File: src/rtl/fft_stage_sequencer.sv
// Radix-2 in-place DIT FFT sequencer: walks stages/butterflies, feeds one shared
// pipelined butterfly and issues write-back. Define FFT_SEQ_INVERSE_EN to add inv_i.

module fft_stage_sequencer #(
  parameter int N_LOG2     = 4,
  parameter int FRAC_BITS  = 15,
  parameter int BF_LATENCY = 16
) (
  input  logic                      clk_i,
  input  logic                      rst_n,
  input  logic                      start_i,
`ifdef FFT_SEQ_INVERSE_EN
  input  logic                      inv_i,
`endif
  output logic                      busy_o,
  output logic                      done_o,
  output logic                      rd_en_o,
  output logic [N_LOG2-1:0]         rd_addr_a_o,
  output logic [N_LOG2-1:0]         rd_addr_b_o,
  output logic                      bf_valid_o,
  output logic [FRAC_BITS:0]        twid_o,
  output logic                      wr_en_o,
  output logic [N_LOG2-1:0]         wr_addr_a_o,
  output logic [N_LOG2-1:0]         wr_addr_b_o,
  output logic [$clog2(N_LOG2):0]   stage_o
);

  localparam int KW     = (N_LOG2 > 1) ? N_LOG2 - 1 : 1;
  localparam int SW     = $clog2(N_LOG2) + 1;
  localparam int TW     = FRAC_BITS + 1;
  localparam int TSH    = FRAC_BITS - N_LOG2 + 1;
  localparam int AW     = 2 * N_LOG2;
  localparam int K_LAST = (1 << (N_LOG2 - 1)) - 1;
  localparam int S_LAST = N_LOG2 - 1;
  localparam logic [BF_LATENCY:0] LAST_ONLY = (BF_LATENCY+1)'(1) << BF_LATENCY;

  typedef enum logic [1:0] {IDLE, ISSUE, DRAIN, DONE} state_t;

  state_t                      state;
  logic [KW-1:0]               k_q;
  logic                        inv_q;
  logic [BF_LATENCY:0]         vld_pipe;
  logic [BF_LATENCY:0][AW-1:0] addr_pipe;
  logic                        drain_done;
  logic [KW-1:0]               k_nxt;
  logic [SW-1:0]               s_nxt;

  // a = k with a zero inserted at bit s; b = a + 2**s
  function automatic logic [AW-1:0] bf_addr(input logic [SW-1:0] s, input logic [KW-1:0] k);
    logic [N_LOG2-1:0] kk, lo, span, a;
    span = N_LOG2'(1) << s;
    lo   = span - N_LOG2'(1);
    kk   = N_LOG2'(k);
    a    = ((kk & ~lo) << 1) | (kk & lo);
    return {a, a | span};
  endfunction

  function automatic logic [TW-1:0] twid_of(input logic [SW-1:0] s, input logic [KW-1:0] k,
                                            input logic inv);
    logic [N_LOG2-1:0] lo;
    logic [SW-1:0]     sh;
    logic [TW-1:0]     mag;
    lo  = (N_LOG2'(1) << s) - N_LOG2'(1);
    sh  = SW'(S_LAST) - s;
    mag = TW'(N_LOG2'(k) & lo) << sh;
    mag = mag << TSH;
    return inv ? mag : -mag;
  endfunction

  assign k_nxt = k_q + KW'(1);
  assign s_nxt = stage_o + SW'(1);

  // Stage is fully written back when only the oldest slot still holds an op.
  assign drain_done = (vld_pipe == LAST_ONLY);

`ifndef FFT_SEQ_INVERSE_EN
  assign inv_q = 1'b0;
`endif

  always_ff @(posedge clk_i or negedge rst_n) begin
    if (!rst_n) begin
      state       <= IDLE;
      k_q         <= '0;
      stage_o     <= '0;
      busy_o      <= 1'b0;
      done_o      <= 1'b0;
      rd_en_o     <= 1'b0;
      rd_addr_a_o <= '0;
      rd_addr_b_o <= '0;
`ifdef FFT_SEQ_INVERSE_EN
      inv_q       <= 1'b0;
`endif
    end else begin
      done_o <= 1'b0;
      case (state)
        IDLE: if (start_i) begin
          state                      <= ISSUE;
          busy_o                     <= 1'b1;
          rd_en_o                    <= 1'b1;
          k_q                        <= '0;
          stage_o                    <= '0;
          {rd_addr_a_o, rd_addr_b_o} <= bf_addr('0, '0);
`ifdef FFT_SEQ_INVERSE_EN
          inv_q                      <= inv_i;
`endif
        end
        ISSUE: begin
          if (k_q == KW'(K_LAST)) begin
            state   <= DRAIN;
            rd_en_o <= 1'b0;
          end else begin
            k_q                        <= k_nxt;
            {rd_addr_a_o, rd_addr_b_o} <= bf_addr(stage_o, k_nxt);
          end
        end
        DRAIN: if (drain_done) begin
          if (stage_o == SW'(S_LAST)) begin
            state  <= DONE;
            done_o <= 1'b1;
          end else begin
            state                      <= ISSUE;
            rd_en_o                    <= 1'b1;
            k_q                        <= '0;
            stage_o                    <= s_nxt;
            {rd_addr_a_o, rd_addr_b_o} <= bf_addr(s_nxt, '0);
          end
        end
        DONE: begin
          state  <= IDLE;
          busy_o <= 1'b0;
        end
        default: state <= IDLE;
      endcase
    end
  end

  // Twiddle follows the read by one cycle, matching the RAM's sync read.
  always_ff @(posedge clk_i or negedge rst_n) begin
    if (!rst_n)       twid_o <= '0;
    else if (rd_en_o) twid_o <= twid_of(stage_o, k_q, inv_q);
  end

  // In-flight ops; address slots only advance with a valid op so the
  // write-address outputs hold between strobes.
  always_ff @(posedge clk_i or negedge rst_n) begin
    if (!rst_n) begin
      vld_pipe  <= '0;
      addr_pipe <= '0;
    end else begin
      vld_pipe[0] <= rd_en_o;
      if (rd_en_o) addr_pipe[0] <= {rd_addr_a_o, rd_addr_b_o};
      for (int i = 1; i <= BF_LATENCY; i++) begin
        vld_pipe[i] <= vld_pipe[i-1];
        if (vld_pipe[i-1]) addr_pipe[i] <= addr_pipe[i-1];
      end
    end
  end

  assign bf_valid_o                 = vld_pipe[0];
  assign wr_en_o                    = vld_pipe[BF_LATENCY];
  assign {wr_addr_a_o, wr_addr_b_o} = addr_pipe[BF_LATENCY];

endmodule

File: config.mk
export PLATFORM = sky130hd
export DESIGN_NAME = fft_stage_sequencer
export DESIGN_NICKNAME = d
export VERILOG_FILES = /design/src/rtl/fft_stage_sequencer.sv
export SDC_FILE = /design/constraint.sdc
export NUM_CORES = 1
export LEC_CHECK = 0
export BUFFER_PORTS_ARGS = -buffer_cell sky130_fd_sc_hd__buf_2
export CAP_MARGIN = 20
export CORE_ASPECT_RATIO = 0.75
export CORE_MARGIN = 3
export CORE_UTILIZATION = 40
export DETAILED_ROUTE_END_ITERATION = 8
export PLACE_DENSITY = 0.56
export SYNTH_ARGS = -nofsm -noshare
export SYNTH_HDL_FRONTEND = slang
export SYNTH_SLANG_ARGS = --single-unit
File: constraint.sdc
create_clock -name clk_i -period 6.2 [get_ports clk_i]
set_input_delay 0.31 -clock clk_i [delete_from_list [all_inputs] [get_ports clk_i]]
set_output_delay 0.31 -clock clk_i [all_outputs]
set_load 0.01 [all_outputs]
==> results.yml, run 1 <==
floorplanning:
  io_pins: 43
  start_util_pct: 41.74
  rows: 41
  coreArea_um2: 17190
  dieArea_um2: 19590
  die_w_um: 160.6
  die_h_um: 122.0
critical_path:
  crit_type: "flop to flop"
  path_max_fanout: 12
  crit_path_end_kind: "flop"
  cp_cell_sequence: "inv_1, ha_1, and2b_2, inv_1, ha_1, nor4bb_1, a31oi_1, o22a_1, a31o_2, a31oi_1"
  worst_path_max_delay_cell: "dfrtp_1"
  cp_data_arrival_time_ps: 3120
  slowest_delay_ps: 550
  critPathRequiredTime_ps: 6540
  cp-start-kind: "flop"
synth:
  netlist-cell-type-count: 49
  yosys_warnings: 0
  synth.largest_area_cell: "dfrtp_1"
  synth_area_leaders: "dfrtp_1, mux2_2, ha_1, buf_4, a32o_1"
  netlist_instances: 495
  ys_seq_area_share_pct: 61.40
  async_reset_ff_share_pct: 100.0
  synth_ff_type: "dfrtp_1"
  synth_most_common_cell: "dfrtp_1"
  synthTopCellsByCount: "dfrtp_1, mux2_2, buf_4"
  netlist_area_um2: 7173
  ys_ff_latch: 176
  synth_top_area_share_pct: 61.40
  syn-mean-instance-area_um2: 14.49
  synth_edf_count: 0
sta:
  setup-violations-final: 0
  tightest_slew_ps: 982.2
  max_freq_mhz: 360.2
  clock-skew-final_ps: 11.17
  period_share_pct: 44.78
  fin_tns_setup_ps: 0
  timing.hold.ws_ps: 33.09
  hold_viol_final: 0
  rsz0062_at_grt: "false"
  layout_min_cycle_time_ps: 2776
  slew_headroom_pct: 34.52
  drv_slew: 0
clock_tree:
  numCtsBuffers: 17
  ctsResizeCount: 0
  clock_latency_ps: 420
  cts_sinks: 176
  clkTransAtPathRegs_ps: 70
  cts_root_buf: "clkbuf_16"
  cts_setup_buffers: 0
  postCtsHoldBufs: 0
  clk_path_buf_depth: 2
  cts_tree: "yes"
  htreeDepth: 4
run:
  cap_violations: 0
pwr:
  ir_drop_mv: 0.1869
  swShare_pct: 22.00
  switching_power_uw: 495.1
  power_frac_seq_pct: 51.0
  pwr-share-comb_pct: 1.2
  pwr-share-clk_pct: 47.8
  powerDensity_nw_per_um2: 280.7
  p_leak_uw: 0.003719
  internal_power_uw: 1756
layout:
  fin_area_um2: 8020
  final_util_pct: 46.67
  diodes: 0
  syn_to_final_growth_pct: 11.81
  drive_gt1_share_pct: 40.04
  final_nets: 534
global_routing:
  use_met2_pct: 19.92
  grt_max_degree: 111
  grt_pass1_wl_um: 20840
  gr-usage-all-layers_pct: 13.41
  grt_antenna_before_repair: 0
  gr-max-usage-layer: "met2"
  grt_use_met3_pct: 3.705
  grt_pass1_vias: 4027
  grt_overflow: 0
  met1_usage_pct: 19.22
route:
  drt-total-wl_um: 12060
  wl_per_cell_um: 15.80
  vias: 3749
  initialDrtViolationCount: 128
  drc_errors: 0
  ant_nets: 0
  firstDrtPassIters: 4
  vias_per_cell: 4.913
placement:
  io_buffer_count: 30
  place_hpwl_um: 8153
  place_congestion: 0.7993
  post_dp_cell_area_um2: 7421
worst_hold_path:
  hold_class: "input port to async pin"
outcome:
  outcome: "finished clean"
-- cell families after synthesis --
logic type	share of synthesized area, %
flops	61.40
mux	21.65
simple gates	4.675
buf+inv	4.099
compound gates	4.797
fa+ha+maj	2.965
xor+xnor	0.3664
other cells	0.05228
-- layout make-up --
| type | count | area (um^2) |
|---|---|---|
| Clock buffer | 17 | 425.4 |
| Clock inverter | 15 | 173.9 |
| Fill cell | 1519 | 9165 |
| Inverter | 11 | 41.29 |
| Multi-Input combinational cell | 277 | 2516 |
| Sequential cell | 176 | 4404 |
| Tap cell | 236 | 295.3 |
| Timing Repair Buffer | 31 | 163.9 |
-- worst max-delay path, delay by kind of cell, from the launching register on --
family	cells	cell delay, ps
buffers and inverters	2	330
flip-flops	1	550
AO/OA/AOI/OAI	4	750
adder cells (fa/ha/maj)	2	550
AND/OR/NAND/NOR	2	500
-- routing by layer --
metal / vias up / wire, um
li1: 1767 / -
met1: 1929 / 6286
met2: 46 / 5329
met3: 7 / 356
met4: 0 / 82
met5: - / 0
-- flip-flops by register name, summed over array words and instances (netlist names) --
| signal | flops |
|---|---|
| wr_addr_a_o | 4 |
| wr_addr_b_o | 4 |
| stage_o | 3 |
| rd_addr_a_o | 4 |
| k_q | 3 |
| addr_pipe | 128 |
| vld_pipe | 17 |
| rd_addr_b_o | 4 |
| rd_en_o | 1 |
| done_o | 1 |
| busy_o | 1 |
| twid_o | 4 |
| state | 2 |
-- power groups by stage --
stage	logic, uW	registers, uW	clock network [uW]
floorplan	8.89	1170	0
global placement	27.4	1170	0
detailed placement	28.1	1170	0
CTS	28.1	1150	1110
global route	31.6	1150	1160
finish	26.2	1150	1080
-- stage by stage --
stage | total power [uW] | instances | worst slack [ps]
finish | 2251 | 763 | 3424
global route | 2337 | 763 | 3199
CTS | 2281 | 763 | 3417
detailed placement | 1198 | 731 | 3425
global placement | 1197 | 731 | 3582
floorplan | 1179 | 506 | 3668
-- placed cells by master (no fill, tap or decap), types with 10 or more instances in the layout --
cell type / Yosys / layout
nand2_1: 16 / 16
ha_1: 17 / 17
clkbuf_16: 0 / 17
conb_1: 1 / 12
inv_1: 11 / 11
dfrtp_1: 176 / 176
buf_2: 4 / 29
mux2_2: 137 / 137
nand3_1: 10 / 10
o21ai_0: 12 / 12
-- final timing paths --
| check | depth (start not counted) | slack [ps] | from | to |
|---|---|---|---|---|
| worst max-delay path | 10 | 3420 | stage_o[0] | twid_o[15] |
| worst min-delay path | 1 | 30 | rst_n | addr_pipe[15] |
| worst max register to register | 10 | 3420 | stage_o[0] | twid_o[15] |
| worst min register to register | 2 | 500 | twid_o[12] | twid_o[12] |
| max in group asynchronous | 2 | 4780 | rst_n | addr_pipe[105] |
| min in group clk_i | 3 | 200 | start_i | stage_o[2] |
Note: power is estimated with default switching activity, not from simulation.
==> run 2, diff against run 1 <==
--- a/config.mk
+++ b/config.mk
@@ -5,6 +5,7 @@
 export SDC_FILE = /design/constraint.sdc
 export NUM_CORES = 1
 export LEC_CHECK = 0
+export ABC_AREA = 1
 export BUFFER_PORTS_ARGS = -buffer_cell sky130_fd_sc_hd__buf_2
 export CAP_MARGIN = 20
 export CORE_ASPECT_RATIO = 0.75
==> constraint.sdc (replaced) <==
create_clock -name clk_i -period 2.7 [get_ports clk_i]
set_input_delay 0.135 -clock clk_i [delete_from_list [all_inputs] [get_ports clk_i]]
set_output_delay 0.135 -clock clk_i [all_outputs]
set_load 0.01 [all_outputs]
==> run 2 against run 1 <==
Clock-buffer cell count increased by 3. Cell area increased by 1.1%. Worst setup slack got worse by 3100 ps. Combinational power increased to 66 times the previous value. Clock power increased by 120%. Non-clock buffer count increased by 17. Critical path type unchanged. Critical endpoint is now twid_o[14]. Highest routed layer unchanged.
==> results.yml, run 2 <==
outcome:
  outcome: "finished clean"
global_routing:
  gr-max-usage-layer: "met2"
  grt_antenna_before_repair: 0
  gr-usage-all-layers_pct: 14.47
  grt_pass1_wl_um: 22910
  grt_overflow: 0
  grt_use_met3_pct: 3.535
  met1_usage_pct: 20.67
  grt_max_degree: 67
  use_met2_pct: 22.22
  grt_pass1_vias: 4742
floorplanning:
  start_util_pct: 41.70
  coreArea_um2: 17240
  io_pins: 43
  die_h_um: 122.1
  rows: 41
  dieArea_um2: 19630
  die_w_um: 160.8
synth:
  netlist_area_um2: 7188
  synth.largest_area_cell: "dfrtp_1"
  ys_seq_area_share_pct: 61.27
  synth_ff_type: "dfrtp_1"
  synth_most_common_cell: "dfrtp_1"
  synth_top_area_share_pct: 61.27
  yosys_warnings: 0
  netlist_instances: 739
  synthTopCellsByCount: "dfrtp_1, nand2_1, inv_1"
  netlist-cell-type-count: 28
  async_reset_ff_share_pct: 100.0
  synth_edf_count: 0
  synth_area_leaders: "dfrtp_1, nand2_1, o21ai_0, a21oi_1, inv_1"
  syn-mean-instance-area_um2: 9.727
  ys_ff_latch: 176
pwr:
  swShare_pct: 31.20
  powerDensity_nw_per_um2: 962.7
  switching_power_uw: 2435
  pwr-share-clk_pct: 29.8
  power_frac_seq_pct: 48.1
  pwr-share-comb_pct: 22.1
  ir_drop_mv: 0.3594
  p_total_uw: 7807
  internal_power_uw: 5371
  p_leak_uw: 0.004059
sta:
  clock-skew-final_ps: 12.00
  fin_tns_setup_ps: 0
  period_share_pct: 87.21
  rsz0062_at_grt: "false"
  drv_slew: 0
  setup-violations-final: 0
  layout_min_cycle_time_ps: 2355
  max_freq_mhz: 424.7
  tightest_slew_ps: 637.9
  hold_viol_final: 0
  slew_headroom_pct: 57.47
run:
  cap_violations: 0
route:
  initialDrtViolationCount: 260
  drc_errors: 0
  firstDrtPassIters: 4
  ant_nets: 0
  drt-total-wl_um: 13140
  vias_per_cell: 4.644
  wl_per_cell_um: 12.91
  vias: 4728
clock_tree:
  ctsResizeCount: 0
  numCtsBuffers: 17
  htreeDepth: 4
  clkTransAtPathRegs_ps: 70
  cts_root_buf: "clkbuf_16"
  cts_setup_buffers: 0
  cts_sinks: 176
  clock_latency_ps: 420
  clk_path_buf_depth: 2
  postCtsHoldBufs: 1
  cts_tree: "yes"
critical_path:
  path_max_fanout: 8
  crit_path_end_kind: "flop"
  crit_type: "flop to flop"
  cp-start-kind: "flop"
  reg2reg_from: "stage_o[1]"
  cp_data_arrival_time_ps: 2650
  reg2reg_slack_ps: 350
  worst_r2r_path_depth: 12
  reg2reg_to: "twid_o[14]"
  critPathRequiredTime_ps: 3000
placement:
  place_congestion: 0.8405
  place_hpwl_um: 9227
  io_buffer_count: 30
  dp.cells: 985
layout:
  layout_commonest_cell: "dfrtp_1"
  diodes: 0
  top_register: "addr_pipe"
  final_cell_mix: "dfrtp_1, nand2_1, inv_1, nor2_1, o21ai_0"
  final_nets: 789
  top_regs: "addr_pipe (128), vld_pipe (17)"
  num-fill-cells: 1681
  final_cells: 1018
  largest_reg_flops: 128
  drive_gt1_share_pct: 14.32
  syn_to_final_growth_pct: 12.81
worst_hold_path:
  min_from: "start_i"
  whs_endpoint: "busy_o"
  hold_depth: 5
  hold_class: "input port to flop"
==> run 2: cell types whose count changed after synthesis, moves of 11 or more <==
cell / before / now
a21oi_1: 4 / 61
inv_1: 11 / 81
mux2_2: 137 / 14
nand2_1: 16 / 148
nand4_1: 1 / 12
nor2_1: 9 / 72
o21ai_0: 12 / 66
==> run 2: kinds of logic after synthesis <==
family	synth area share [%]
and+or+nand+nor	16.19
adders and majority gates	2.959
AOI/OAI and AO/OA	9.295
other	0.05217
buffers and inverters	8.042
muxes	2.193
DFF	61.27
==> run 2: metrics by stage <==
stage	setup slack (ps)	hold slack, ps	cell area [um^2]	util, %
2_1_floorplan	568.0	-160.6	7229	-
3_3_place_gp	542.1	182.3	7535	43.71
3_5_place_dp	394.6	195.8	7535	43.71
4_1_cts	376.0	20.41	8109	47.05
5_1_grt	175.2	66.65	8109	47.05
6_report	345.2	31.96	8109	47.05
==> run 2: how the worst max path moves through the flow <==
| stage | from | cells past startpoint | end |
|---|---|---|---|
| after floorplan | stage_o[0] | 12 | twid_o[14] |
| after global placement | stage_o[1] | 12 | twid_o[14] |
| after detailed placement | stage_o[1] | 12 | twid_o[14] |
| after CTS | stage_o[1] | 12 | twid_o[14] |
| after global routing | stage_o[1] | 12 | twid_o[14] |
| final | stage_o[1] | 12 | twid_o[14] |
==> run 2: cell type report <==
class	instances	area (um^2)	share of cell area [%]
clock inverter	12	107.6	1.327
sequential	176	4404	54.31
timing repair buffer	48	294.0	3.626
clock buffer	20	456.7	5.632
multi-input combinational	445	2247	27.71
inverter	81	304.0	3.749
tap	236	295.3	3.641
==> run 2: power by group through the flow <==
| stage | registers, uW | logic [uW] | clock network (uW) |
|---|---|---|---|
| floorplan | 3740 | 1300 | 0 |
| global placement | 3780 | 1680 | 0 |
| detailed placement | 3810 | 1730 | 0 |
| CTS | 3770 | 1740 | 2390 |
| global route | 3860 | 2010 | 2500 |
| finish | 3760 | 1720 | 2330 |
==> run 2: worst max-delay path: stages (launching register included) <==
cell      delay (ps)
dfrtp_1          470
inv_1            250
ha_1             230
nand2_1          120
ha_1             330
inv_1            100
nand3_1           70
nand2_1          100
nand2_1           60
ha_1             190
nand3b_1         150
nand3_1           90
nand2_1           70
==> run 2: metal layers <==
metal / part of all wire, % / wire [um]
met1: 52 / 6778
met2: 45 / 5868
met3: 2.9 / 380
met4: 0.87 / 114
met5: 0 / 0
